===== config.mk =====
export PLATFORM = sky130hd
export DESIGN_NAME = rv_lsu
export DESIGN_NICKNAME = d
export VERILOG_FILES = /design/src/rtl/rv_lsu_pkg.sv /design/src/rtl/lsu_rdata_ext.sv /design/src/rtl/rv_lsu.sv
export SDC_FILE = /design/constraint.sdc
export NUM_CORES = 1
export LEC_CHECK = 0
export BUFFER_PORTS_ARGS = -buffer_cell sky130_fd_sc_hd__buf_2
export CAP_MARGIN = 20
export CORE_UTILIZATION = 48
export CTS_CLUSTER_DIAMETER = 150
export DETAILED_ROUTE_END_ITERATION = 8
export HOLD_SLACK_MARGIN = 0.08
export MAX_ROUTING_LAYER = met4
export PLACE_DENSITY = 0.77
export RECOVER_POWER = 50
export SYNTH_ARGS = -nofsm -noshare
export SYNTH_HDL_FRONTEND = slang
export SYNTH_SLANG_ARGS = --single-unit
export TNS_END_PERCENT = 50

===== constraint.sdc =====
create_clock -name i_clk -period 4.25 [get_ports i_clk]
set_clock_uncertainty 0.05 [all_clocks]
set_input_delay 0 -clock i_clk [delete_from_list [all_inputs] [get_ports i_clk]]
set_output_delay 0 -clock i_clk [all_outputs]
set_load 0.02 [all_outputs]

===== src/rtl/rv_lsu_pkg.sv =====
// Shared types for the load/store unit: FSM states, load size/sign codes,
// and the alignment rule shared by loads and stores.
package rv_lsu_pkg;

  typedef enum logic [1:0] {
    LSU_IDLE = 2'd0,
    LSU_BUS  = 2'd1,
    LSU_RESP = 2'd2
  } lsu_state_t;

  localparam logic [2:0] F3_LB  = 3'b000;
  localparam logic [2:0] F3_LH  = 3'b001;
  localparam logic [2:0] F3_LW  = 3'b010;
  localparam logic [2:0] F3_LBU = 3'b100;
  localparam logic [2:0] F3_LHU = 3'b101;

  // funct3[1:0] encodes access size for both loads and stores.
  function automatic logic is_misaligned(input logic [2:0] f3, input logic [1:0] a);
    case (f3[1:0])
      2'b01:   return a[0];
      2'b10:   return a != 2'b00;
      default: return 1'b0;
    endcase
  endfunction

endpackage


===== src/rtl/lsu_rdata_ext.sv =====
// Combinational byte/halfword lane select with sign/zero extension of a
// 32-bit bus read word.
module lsu_rdata_ext
  import rv_lsu_pkg::*;
(
  input  logic [2:0]  funct3,
  input  logic [1:0]  addr,
  input  logic [31:0] rdata,
  output logic [31:0] result
);

  logic [7:0]  byte_sel;
  logic [15:0] half_sel;

  always_comb begin
    byte_sel = rdata[{addr, 3'b000} +: 8];
    half_sel = addr[1] ? rdata[31:16] : rdata[15:0];
    case (funct3)
      F3_LB:   result = {{24{byte_sel[7]}}, byte_sel};
      F3_LBU:  result = {24'd0, byte_sel};
      F3_LH:   result = {{16{half_sel[15]}}, half_sel};
      F3_LHU:  result = {16'd0, half_sel};
      default: result = rdata;
    endcase
  end

endmodule


===== src/rtl/rv_lsu.sv =====
// Load/store unit: single-outstanding req/ack data bus, misalignment and
// timeout traps, one-cycle registered passthrough for non-memory ops.
module rv_lsu
  import rv_lsu_pkg::*;
#(
  parameter logic [7:0] BUS_TIMEOUT = 8'd255
) (
  input  logic        i_clk,
  input  logic        i_reset,
  input  logic        i_flush,
  input  logic        i_valid,
  output logic        o_ready,
  input  logic [31:0] i_add,
  input  logic [31:0] i_result,
  input  logic        i_load,
  input  logic        i_store,
  input  logic [31:0] i_wdata,
  input  logic [3:0]  i_wsel,
  input  logic [2:0]  i_funct3,
  input  logic        i_reg_write,
  input  logic [4:0]  i_rd,
  input  logic        i_to_trap,
  output logic        o_bus_req,
  output logic        o_bus_we,
  output logic [31:0] o_bus_addr,
  output logic [31:0] o_bus_wdata,
  output logic [3:0]  o_bus_wsel,
  input  logic        i_bus_ack,
  input  logic [31:0] i_bus_rdata,
  output logic        o_valid,
  output logic [31:0] o_result,
  output logic [4:0]  o_rd,
  output logic        o_reg_write,
  output logic        o_to_trap,
  output logic        o_misaligned,
  output logic        o_access_fault
);

  lsu_state_t  state_q, state_d;
  logic [7:0]  cnt_q, cnt_d;
  logic        kill_q, kill_d;
  logic        load_q, load_d;
  logic        reg_write_q, reg_write_d;
  logic [2:0]  funct3_q, funct3_d;
  logic [1:0]  add_lo_q, add_lo_d;
  logic [31:0] result_q, result_d;

  logic        req_q, req_d, we_q, we_d;
  logic [31:0] addr_q, addr_d, wdata_q, wdata_d;
  logic [3:0]  wsel_q, wsel_d;
  logic        valid_q, valid_d, rw_q, rw_d;
  logic        trap_q, trap_d, mis_q, mis_d, fault_q, fault_d;
  logic [31:0] res_q, res_d;
  logic [4:0]  rd_q, rd_d;

  logic [31:0] ext_data;
  logic        mem_op, killed;

  lsu_rdata_ext u_ext (
    .funct3 (funct3_q),
    .addr   (add_lo_q),
    .rdata  (i_bus_rdata),
    .result (ext_data)
  );

  assign mem_op = i_load | i_store;
  assign killed = kill_q | i_flush;

  always_comb begin
    state_d = state_q;    cnt_d = cnt_q;          kill_d = kill_q;
    load_d = load_q;      reg_write_d = reg_write_q;
    funct3_d = funct3_q;  add_lo_d = add_lo_q;    result_d = result_q;
    req_d = req_q;        we_d = we_q;            addr_d = addr_q;
    wdata_d = wdata_q;    wsel_d = wsel_q;
    res_d = res_q;        rd_d = rd_q;
    // Write-back strobes and trap flags are single-cycle pulses.
    valid_d = 1'b0; rw_d = 1'b0; trap_d = 1'b0; mis_d = 1'b0; fault_d = 1'b0;
    case (state_q)
      LSU_IDLE: begin
        if (i_valid && !i_flush) begin
          load_d = i_load;   reg_write_d = i_reg_write;
          funct3_d = i_funct3; add_lo_d = i_add[1:0]; result_d = i_result;
          rd_d = i_rd;       res_d = i_result;
          if (i_to_trap) begin
            valid_d = 1'b1;
            trap_d  = 1'b1;
          end else if (mem_op && is_misaligned(i_funct3, i_add[1:0])) begin
            valid_d = 1'b1;
            mis_d   = 1'b1;
          end else if (mem_op) begin
            state_d = LSU_BUS;
            req_d   = 1'b1;
            we_d    = i_store;
            addr_d  = {i_add[31:2], 2'b00};
            wdata_d = i_wdata;
            wsel_d  = i_wsel;
            cnt_d   = 8'd0;
            kill_d  = 1'b0;
          end else begin
            valid_d = 1'b1;
            rw_d    = i_reg_write;
          end
        end
      end
      LSU_BUS: begin
        cnt_d = cnt_q + 8'd1;
        if (i_flush) kill_d = 1'b1;
        // A flushed request still runs to ack; only its write-back is dropped.
        if (i_bus_ack && req_q) begin
          req_d   = 1'b0;
          state_d = killed ? LSU_IDLE : LSU_RESP;
          valid_d = !killed;
          rw_d    = !killed && load_q && reg_write_q;
          if (load_q) res_d = ext_data;
          kill_d  = 1'b0;
        end else if (BUS_TIMEOUT != 8'd0 && cnt_d == BUS_TIMEOUT) begin
          req_d   = 1'b0;
          state_d = killed ? LSU_IDLE : LSU_RESP;
          valid_d = !killed;
          fault_d = !killed;
          kill_d  = 1'b0;
        end
      end
      LSU_RESP: begin
        state_d = LSU_IDLE;
        kill_d  = 1'b0;
      end
      default: state_d = LSU_IDLE;
    endcase
  end

  always_ff @(posedge i_clk or posedge i_reset) begin
    if (i_reset) begin
      state_q <= LSU_IDLE; cnt_q <= 8'd0;  kill_q <= 1'b0;
      load_q <= 1'b0;      reg_write_q <= 1'b0;
      funct3_q <= 3'd0;    add_lo_q <= 2'd0; result_q <= 32'd0;
      req_q <= 1'b0;       we_q <= 1'b0;     addr_q <= 32'd0;
      wdata_q <= 32'd0;    wsel_q <= 4'd0;
      valid_q <= 1'b0;     rw_q <= 1'b0;     trap_q <= 1'b0;
      mis_q <= 1'b0;       fault_q <= 1'b0;  res_q <= 32'd0; rd_q <= 5'd0;
    end else begin
      state_q <= state_d;  cnt_q <= cnt_d;   kill_q <= kill_d;
      load_q <= load_d;    reg_write_q <= reg_write_d;
      funct3_q <= funct3_d; add_lo_q <= add_lo_d; result_q <= result_d;
      req_q <= req_d;      we_q <= we_d;     addr_q <= addr_d;
      wdata_q <= wdata_d;  wsel_q <= wsel_d;
      valid_q <= valid_d;  rw_q <= rw_d;     trap_q <= trap_d;
      mis_q <= mis_d;      fault_q <= fault_d; res_q <= res_d; rd_q <= rd_d;
    end
  end

  assign o_ready        = (state_q == LSU_IDLE);
  assign o_bus_req      = req_q;
  assign o_bus_we       = we_q;
  assign o_bus_addr     = addr_q;
  assign o_bus_wdata    = wdata_q;
  assign o_bus_wsel     = wsel_q;
  assign o_valid        = valid_q;
  assign o_result       = res_q;
  assign o_rd           = rd_q;
  assign o_reg_write    = rw_q;
  assign o_to_trap      = trap_q;
  assign o_misaligned   = mis_q;
  assign o_access_fault = fault_q;

endmodule


==> results of run 1 <==
## cell type report
class,instances,area [um^2],area share
sequential,128,3200,0.345
timing repair buffer,423,2780,0.299
multi-input combinational,337,2490,0.268
clock buffer,19,443,0.0477
tap,147,184,0.0198
clock inverter,12,159,0.0171
inverter,8,31.3,0.00337
antenna,2,5.00,0.000539
## metal layers
metal	vias up	global-route usage
met5	-	-
met4	0	0.196
met3	76	0.0772
met2	336	0.607
met1	2971	0.398
li1	2652	-
## report_power, final
part           switching, mW  internal, mW
sequential             0.473          1.79
clock                  0.581         0.938
combinational           1.74          1.16
total                   2.79          3.89
## worst max-delay path: cells and delay by family (launching register included)
family                 cells  cell delay (ps)
and+or+nand+nor            1              320
buffers and inverters      2             1080
DFF                        1              950
AOI/OAI and AO/OA          2              780
## metrics by stage
stage	cells	power (mW)	worst slack (ps)
after global routing	1076	6.97	763
after detailed placement	885	4.75	1590
after floorplan	509	3.85	787
final	1076	6.68	931
after CTS	1074	6.63	1040
after global placement	885	4.66	1660
## flip-flops by register name (all words and copies together) (netlist names)
| register | cells |
|---|---|
| add_lo_q | 2 |
| cnt_q | 8 |
| funct3_q | 3 |
| kill_q | 1 |
| load_q | 1 |
| o_access_fault | 1 |
| o_bus_addr | 30 |
| o_bus_req | 1 |
| o_bus_wdata | 32 |
| o_bus_we | 1 |
| o_bus_wsel | 4 |
| o_misaligned | 1 |
| o_rd | 5 |
| o_reg_write | 1 |
| o_result | 32 |
| o_to_trap | 1 |
| o_valid | 1 |
| reg_write_q | 1 |
| state_q | 2 |
## cells in the final DEF, fill, tap and decap left out, types with 3 or more instances in the layout
| master | synthesis | routed |
|---|---|---|
| sky130_fd_sc_hd__nor2_1 | 17 | 17 |
| sky130_fd_sc_hd__buf_4 | 5 | 5 |
| sky130_fd_sc_hd__nor2b_1 | 8 | 7 |
| sky130_fd_sc_hd__clkbuf_16 | 0 | 17 |
| sky130_fd_sc_hd__a2bb2oi_1 | 5 | 5 |
| sky130_fd_sc_hd__mux2_2 | 79 | 79 |
| sky130_fd_sc_hd__and3_1 | 3 | 3 |
| sky130_fd_sc_hd__o21ai_0 | 37 | 37 |
| sky130_fd_sc_hd__clkbuf_1 | 11 | 113 |
| sky130_fd_sc_hd__dfrtp_1 | 128 | 128 |
| sky130_fd_sc_hd__buf_2 | 18 | 147 |
| sky130_fd_sc_hd__a21oi_1 | 53 | 53 |
| sky130_fd_sc_hd__mux2i_1 | 5 | 5 |
| sky130_fd_sc_hd__dlygate4sd3_1 | 0 | 158 |
| sky130_fd_sc_hd__or3_1 | 17 | 17 |
| sky130_fd_sc_hd__inv_1 | 8 | 7 |
| sky130_fd_sc_hd__nand2_1 | 29 | 28 |
| sky130_fd_sc_hd__a21o_1 | 3 | 3 |
| sky130_fd_sc_hd__o221ai_1 | 12 | 12 |
| sky130_fd_sc_hd__a21oi_2 | 3 | 3 |
| sky130_fd_sc_hd__xor2_1 | 3 | 3 |
| sky130_fd_sc_hd__nand3_1 | 21 | 21 |
| sky130_fd_sc_hd__ha_1 | 4 | 4 |
| sky130_fd_sc_hd__o21ai_1 | 4 | 4 |
| sky130_fd_sc_hd__clkinv_4 | 0 | 3 |
| sky130_fd_sc_hd__bufinv_16 | 0 | 3 |
## cells in the mapped netlist, types with 3 or more instances
library cell / instances / area [um^2]
sky130_fd_sc_hd__dfrtp_1: 128 / 3200
sky130_fd_sc_hd__mux2_2: 79 / 890
sky130_fd_sc_hd__a21oi_1: 53 / 265
sky130_fd_sc_hd__o21ai_0: 37 / 185
sky130_fd_sc_hd__nand2_1: 29 / 109
sky130_fd_sc_hd__nand3_1: 21 / 105
sky130_fd_sc_hd__buf_2: 18 / 90.1
sky130_fd_sc_hd__nor2_1: 17 / 63.8
sky130_fd_sc_hd__or3_1: 17 / 106
sky130_fd_sc_hd__o221ai_1: 12 / 105
sky130_fd_sc_hd__clkbuf_1: 11 / 41.3
sky130_fd_sc_hd__inv_1: 8 / 30.0
sky130_fd_sc_hd__nor2b_1: 8 / 50.1
sky130_fd_sc_hd__a2bb2oi_1: 5 / 43.8
sky130_fd_sc_hd__buf_4: 5 / 37.5
sky130_fd_sc_hd__mux2i_1: 5 / 50.1
sky130_fd_sc_hd__ha_1: 4 / 50.1
sky130_fd_sc_hd__o21ai_1: 4 / 20.0
sky130_fd_sc_hd__a21o_1: 3 / 22.5
sky130_fd_sc_hd__a21oi_2: 3 / 26.3
sky130_fd_sc_hd__and3_1: 3 / 18.8
sky130_fd_sc_hd__xor2_1: 3 / 26.3
## cell families after synthesis
logic type | synth area share
mux | 0.164
buf+inv | 0.0377
flops | 0.545
simple gates | 0.101
xor+xnor | 0.00596
other cells | 0.000638
compound gates | 0.137
fa+ha+maj | 0.00851
## path summary, 6_finish.rpt
kind	start	endpoint	slack, ps	depth (start not counted)
setup reg to reg	funct3_q[1]	o_result[22]	930	5
max in group asynchronous	i_reset	o_result[28]	1660	4
min in group asynchronous	i_reset	o_bus_wdata[31]	730	3
hold reg to reg	o_bus_addr[13]	o_bus_addr[13]	460	1
hold / removal	i_valid	kill_q	170	5
setup / recovery	funct3_q[1]	o_result[22]	930	5
## timing repair
item                                    4_1_cts  5_1_grt
hold endpoints to repair                    168        0
hold buffers                                158        0
gates resized for setup                       0        0
endpoints found under the setup margin        0        0
buffers inserted                              0        0
==> load_flow_metrics.sql, run 1 <==
INSERT INTO impl_metrics (metric_group, metric, value, unit) VALUES
('timing', 'rsz0062_at_grt', 'false', ''),
('clock_tree', 'clock_sink_total', '128', ''),
('timing', 'totalNegativeSetupSlack', '0', 'ps'),
('critical_path', 'critPathCaptureType', 'flop', ''),
('timing', 'max_slew.worst_pin.slew', '2370', 'ps'),
('place', 'routabilityCongestion', '0.959', ''),
('routing', 'route.vias.total', '6035', ''),
('logic_synthesis', 'ys.flop_type', 'sky130_fd_sc_hd__dfrtp_1', ''),
('final_layout', 'stdcell_area', '9290', 'um^2'),
('floorplan', 'initial_utilization', '0.491', ''),
('floorplan', 'die-width', '113', 'um'),
('logic_synthesis', 'ys_seq_elements', '128', ''),
('place', 'port_buffers', '259', ''),
('routing', 'drt-initial-drc-count', '379', ''),
('logic_synthesis', 'async_reset_ff_frac', '1.00', ''),
('critical_path', 'max_stage_delay', '950', 'ps'),
('routing', 'drc', '0', ''),
('final_layout', 'syn_to_final_growth', '58.1', '%'),
('routing', 'via_per_instance_ratio', '5.61', ''),
('logic_synthesis', 'synth_area', '5880', 'um^2'),
('pwr', 'peakVddDrop', '0.426', 'mV'),
('critical_path', 'path_max_fanout', '29', ''),
('pwr', 'p_leak', '4.13', 'nW'),
('timing', 'maxSlewViolCount', '53', ''),
('critical_path', 'crit_chain', 'inv_1, and3_1, o31ai_4, a21oi_1, dlygate4sd3_1', ''),
('floorplan', 'io_pins', '262', ''),
('timing', 'timing.slew.headroom', '-0.590', ''),
('critical_path', 'critical_path_class', 'reg -> reg', ''),
('routing', 'top_layer', 'met4', ''),
('final_layout', 'fillCellCount', '782', ''),
('critical_path', 'cp.arrival', '3570', 'ps'),
('place', 'placedInstanceArea', '7250', 'um^2'),
('clock_tree', 'htreeDepth', '4', ''),
('timing', 'hold-worst-slack', '173', 'ps'),
('pwr', 'pwr_density_cell', '719', 'nW/um^2'),
('routing', 'wl_met1', '8150', 'um'),
('routing', 'drtPass1Iterations', '5', ''),
('global_route', 'grt_pass1_wl', '33300', 'um'),
('clock_tree', 'clk_latency', '430', 'ps'),
('routing', 'met2_length', '11100', 'um'),
('critical_path', 'timing.critical_path.required', '4500', 'ps'),
('timing', 'max_freq', '0.301', 'GHz'),
('global_route', 'maximum_number_of_pins_on_one_net_before_global_route_repair', '69', ''),
('clock_tree', 'clk_transition_reported_paths', '60', 'ps'),
('clock_tree', 'cts-root-to-sink-buffers', '2', ''),
('critical_path', 'critPathLaunchType', 'flop', ''),
('final_layout', 'final_core_util', '0.777', ''),
('place', 'detailed_place_hpwl', '12400', 'um'),
('final_layout', 'drive_gt1_frac', '0.298', ''),
('logic_synthesis', 'postSynthAreaPerCell', '11.6', 'um^2'),
('floorplan', 'die_area', '12700', 'um^2'),
('final_layout', 'final_nets', '1068', ''),
('critical_path', 'cp_slowest_cell', 'sky130_fd_sc_hd__dfrtp_1', ''),
('logic_synthesis', 'ys_seq_area_frac', '0.545', ''),
('routing', 'drt.antenna.violating_nets', '0', ''),
('clock_tree', 'cts_buffers', '17', ''),
('routing', 'post_drt_wl_per_cell', '20.1', 'um'),
('status', 'violations', 'capacitance limit, slew limit', ''),
('global_route', 'grt_antenna_before_repair', '2', ''),
('clock_tree', 'cts_tree', 'done', ''),
('global_route', 'grt_overflow', '0', ''),
('timing', 'timing.final.hold_violations', '0', ''),
('hold_path', 'hp-class', 'in -> reg', ''),
('floorplan', 'core.rowCount', '40', ''),
('status', 'run_status', 'finished with violations', ''),
('routing', 'wl_met3', '1440', 'um'),
('timing', 'period_needed', '3320', 'ps'),
('global_route', 'track_usage', '0.360', ''),
('routing', 'routed_wl', '21700', 'um'),
('job', 'max_cap_violations', '1', ''),
('timing', 'final_setup_viols', '0', ''),
('floorplan', 'core_region', '12000', 'um^2'),
('global_route', 'first_global_vias', '6358', ''),
('logic_synthesis', 'post_synth_num_cell_types', '49', ''),
('logic_synthesis', 'synthesis.instances', '508', ''),
('timing', 'finalCritPeriodShare', '0.781', ''),
('floorplan', 'height_of_the_chip', '113', 'um'),
('clock_tree', 'clockRootBuffer', 'sky130_fd_sc_hd__clkbuf_16', ''),
('logic_synthesis', 'synthesis_warning_total', '0', ''),
('logic_synthesis', 'post_synth_edffs', '0', '');
(Power assumes the default switching activity.)
==> run 2, diff against run 1 <==
Settings changed: ABC_AREA set to 1.
Clock period 4.25 ns to 3.1 ns, I/O delays scaled along.
==> run 2 against run 1 <==
Effect of this change:
- the flow still finishes with violations (capacitance limit, slew limit)
- via count is 16% higher
- sequential power up 34%
- utilization fell by 0.50 points
- global-route usage up 0.47 points
- register-to-register slack worse by 630 ps
- sequential share of layout area down 0.051 points
- count of clock-buffer cells in the layout is 6 higher
- critical path type unchanged
- highest routed layer unchanged
==> load_flow_metrics.sql, run 2 <==
INSERT INTO impl_metrics (metric_group, metric, value, unit) VALUES
('timing', 'max_slew.worst_pin.slew', '1750', 'ps'),
('global_route', 'first_global_vias', '7033', ''),
('routing', 'routed_wl', '22100', 'um'),
('routing', 'route.vias.total', '7024', ''),
('critical_path', 'crit_buf_inv', '3', ''),
('floorplan', 'height_of_the_chip', '114', 'um'),
('timing', 'final_setup_viols', '0', ''),
('routing', 'post_drt_wl_per_cell', '16.3', 'um'),
('clock_tree', 'cts-root-to-sink-buffers', '2', ''),
('logic_synthesis', 'async_reset_ff_frac', '1.00', ''),
('routing', 'via_per_instance_ratio', '5.19', ''),
('final_layout', 'commonest_non_fill_non_tap_cell_in_the_layout', 'sky130_fd_sc_hd__nand2_1', ''),
('critical_path', 'cp_slowest_cell', 'sky130_fd_sc_hd__dlygate4sd3_1', ''),
('hold_path', 'min_path_cells', '8', ''),
('logic_synthesis', 'postSynthAreaPerCell', '7.70', 'um^2'),
('logic_synthesis', 'synth_area', '5980', 'um^2'),
('logic_synthesis', 'post_synth_edffs', '0', ''),
('global_route', 'grt_overflow', '0', ''),
('critical_path', 'startpoint_of_the_lowest_slack_register_to_register_path', 'state_q[1]', ''),
('timing', 'maxSlewViolCount', '72', ''),
('timing', 'totalNegativeSetupSlack', '0', 'ps'),
('critical_path', 'timing.critical_path.max_delay_family', 'buffers and inverters', ''),
('critical_path', 'critPathLaunchType', 'flop', ''),
('timing', 'rsz0062_at_grt', 'false', ''),
('place', 'routabilityCongestion', '0.867', ''),
('pwr', 'p_leak', '4.73', 'nW'),
('floorplan', 'initial_utilization', '0.496', ''),
('logic_synthesis', 'synth_top_area_frac', '0.535', ''),
('floorplan', 'die_area', '12900', 'um^2'),
('logic_synthesis', 'post_synth_num_cell_types', '30', ''),
('global_route', 'grt_antenna_before_repair', '0', ''),
('logic_synthesis', 'ys.flop_type', 'sky130_fd_sc_hd__dfrtp_1', ''),
('critical_path', 'cp.arrival', '3100', 'ps'),
('routing', 'drt-initial-drc-count', '717', ''),
('global_route', 'grt_pass1_wl', '34700', 'um'),
('critical_path', 'critPathCaptureType', 'flop', ''),
('logic_synthesis', 'ys_top_cells_by_count', '363 x sky130_fd_sc_hd__nand2_1, 128 x sky130_fd_sc_hd__dfrtp_1, 61 x sky130_fd_sc_hd__nor2_1', ''),
('final_layout', 'mostFrequentLayoutCells', '364 x sky130_fd_sc_hd__nand2_1, 148 x sky130_fd_sc_hd__dlygate4sd3_1, 148 x sky130_fd_sc_hd__buf_2', ''),
('timing', 'timing.slew.headroom', '-0.164', ''),
('hold_path', 'hp-class', 'in -> reg', ''),
('status', 'violations', 'capacitance limit, slew limit', ''),
('final_layout', 'multi_input_area', '2430', 'um^2'),
('place', 'port_buffers', '259', ''),
('pwr', 'peakVddDrop', '0.557', 'mV'),
('timing', 'finalCritPeriodShare', '0.901', ''),
('routing', 'drc', '0', ''),
('logic_synthesis', 'synthesis.instances', '777', ''),
('critical_path', 'worstRegToRegCells', '8', ''),
('logic_synthesis', 'synthesis_warning_total', '0', ''),
('job', 'max_cap_violations', '1', ''),
('clock_tree', 'htreeDepth', '4', ''),
('critical_path', 'max_stage_delay', '570', 'ps'),
('clock_tree', 'clk_latency', '430', 'ps'),
('floorplan', 'core_region', '12100', 'um^2'),
('critical_path', 'timing.critical_path.required', '3410', 'ps'),
('final_layout', 'drive_gt1_frac', '0.168', ''),
('place', 'detailed_place_hpwl', '12400', 'um'),
('floorplan', 'core.rowCount', '40', ''),
('pwr', 'pwr_density_cell', '970', 'nW/um^2'),
('clock_tree', 'number_of_buffers_added_for_setup_after_cts', '0', ''),
('critical_path', 'crit_chain', 'nor2_2, nand2_1, inv_2, a21oi_4, buf_4, a21oi_1, a21oi_1, dlygate4sd3_1', ''),
('routing', 'drtPass1Iterations', '5', ''),
('final_layout', 'syn_to_final_growth', '55.6', '%'),
('final_layout', 'antennaDiodeCount', '0', ''),
('critical_path', 'path_max_fanout', '40', ''),
('status', 'run_status', 'finished with violations', ''),
('critical_path', 'critical_path_class', 'reg -> reg', ''),
('final_layout', 'final_core_util', '0.772', ''),
('clock_tree', 'clk_transition_reported_paths', '60', 'ps'),
('timing', 'timing.final.hold_violations', '0', ''),
('critical_path', 'critPathMostFrequentCell', 'sky130_fd_sc_hd__a21oi_1', ''),
('critical_path', 'r2r-end', 'o_result[11]', ''),
('routing', 'drt.antenna.violating_nets', '0', ''),
('critical_path', 'worst-r2r-setup-slack', '310', 'ps'),
('clock_tree', 'clockRootBuffer', 'sky130_fd_sc_hd__clkbuf_16', ''),
('logic_synthesis', 'ys_seq_elements', '128', ''),
('final_layout', 'final_nets', '1326', ''),
('final_layout', 'fillCellCount', '835', ''),
('logic_synthesis', 'ys_seq_area_frac', '0.535', ''),
('timing', 'period_needed', '2790', 'ps'),
('logic_synthesis', 'synth.most_common_cell', 'sky130_fd_sc_hd__nand2_1', ''),
('clock_tree', 'cts_tree', 'done', ''),
('hold_path', 'min_to', 'kill_q', ''),
('global_route', 'track_usage', '0.364', ''),
('logic_synthesis', 'post-synth-top-area-cell', 'sky130_fd_sc_hd__dfrtp_1', ''),
('final_layout', 'ff_latch_area', '3200', 'um^2'),
('floorplan', 'die-width', '114', 'um'),
('clock_tree', 'clock_sink_total', '128', ''),
('global_route', 'maximum_number_of_pins_on_one_net_before_global_route_repair', '72', ''),
('logic_synthesis', 'ys_top_cells_by_area', 'sky130_fd_sc_hd__dfrtp_1 54%, sky130_fd_sc_hd__nand2_1 23%, sky130_fd_sc_hd__o21ai_0 3.9%', ''),
('clock_tree', 'cts_buffers', '17', ''),
('timing', 'max_freq', '0.358', 'GHz'),
('hold_path', 'hold_path_startpoint', 'i_valid', ''),
('floorplan', 'io_pins', '262', '');
## run 2: cell types whose count changed after synthesis, moves of 10 or more
| cell | delta |
|---|---|
| sky130_fd_sc_hd__or3_1 | -17 |
| sky130_fd_sc_hd__nand2_1 | +334 |
| sky130_fd_sc_hd__mux2_2 | -79 |
| sky130_fd_sc_hd__inv_1 | +31 |
| sky130_fd_sc_hd__o221ai_1 | -11 |
| sky130_fd_sc_hd__o21ai_0 | +10 |
| sky130_fd_sc_hd__nor2_1 | +44 |
| sky130_fd_sc_hd__a21oi_1 | -21 |
## run 2: kinds of logic after synthesis
| logic type | Yosys count | share of synthesized area |
|---|---|---|
| buf+inv | 82 | 0.0592 |
| fa+ha+maj | 4 | 0.00837 |
| simple gates | 450 | 0.294 |
| other cells | 1 | 0.000627 |
| flops | 128 | 0.535 |
| compound gates | 112 | 0.102 |
## run 2: how the worst max path moves through the flow
| stage | start | endpoint | slack, ps | cells after the start |
|---|---|---|---|---|
| 2_1_floorplan | state_q[1] | o_bus_addr[2] | 1440 | 8 |
| 3_3_place_gp | funct3_q[1] | o_result[30] | 770 | 9 |
| 3_5_place_dp | funct3_q[1] | o_result[30] | 670 | 9 |
| 4_1_cts | funct3_q[1] | o_result[30] | 130 | 10 |
| 5_1_grt | state_q[1] | o_result[13] | 70 | 8 |
| 6_report | state_q[1] | o_result[11] | 310 | 8 |
## run 2: repair_timing
item | 4_1_cts | 5_1_grt
setup endpoints to repair | 0 | 20
gates resized for setup | 0 | 1
hold buffers | 148 | 0
endpoints found under the hold margin | 248 | 0
## run 2: worst register-to-register path, cell delays in order (launching register included)
cell	delay, ps
sky130_fd_sc_hd__dfrtp_1	440
sky130_fd_sc_hd__nor2_2	70
sky130_fd_sc_hd__nand2_1	470
sky130_fd_sc_hd__inv_2	280
sky130_fd_sc_hd__a21oi_4	190
sky130_fd_sc_hd__buf_4	390
sky130_fd_sc_hd__a21oi_1	110
sky130_fd_sc_hd__a21oi_1	170
sky130_fd_sc_hd__dlygate4sd3_1	570
## run 2: layout make-up
cell class,instances,area share
Sequential cell,128,0.344
Multi-Input combinational cell,568,0.262
Clock inverter,7,0.0108
Clock buffer,25,0.0532
Timing Repair Buffer,413,0.289
Tap cell,168,0.0226
Inverter,45,0.0185
## run 2: metrics by stage
stage	power [mW]	instance area, um^2	setup WS (ps)	hold WS, ps	cells
2_1_floorplan	5.30	5990	1440	22.7	778
3_3_place_gp	6.45	7360	770	145	1173
6_report	9.03	9310	305	208	1354
3_5_place_dp	6.54	7360	667	151	1173
5_1_grt	9.56	9310	71.6	278	1354
4_1_cts	8.98	9430	127	120	1353
## run 2: metal layers
metal / up-vias / track usage / part of all wire
met5: - / - / 0
met3: 107 / 0.0744 / 0.072
met4: 0 / 0.226 / 0.060
li1: 3234 / - / -
met2: 408 / 0.602 / 0.49
met1: 3275 / 0.406 / 0.38
## run 2: where the power goes
group	switching (mW)	leakage (nW)	internal (mW)	total, mW
Combinational	2.67	2.84	1.32	3.98
Clock	0.750	0.280	1.27	2.02
Sequential	0.577	1.60	2.45	3.02
Total	4.00	4.73	5.03	9.03
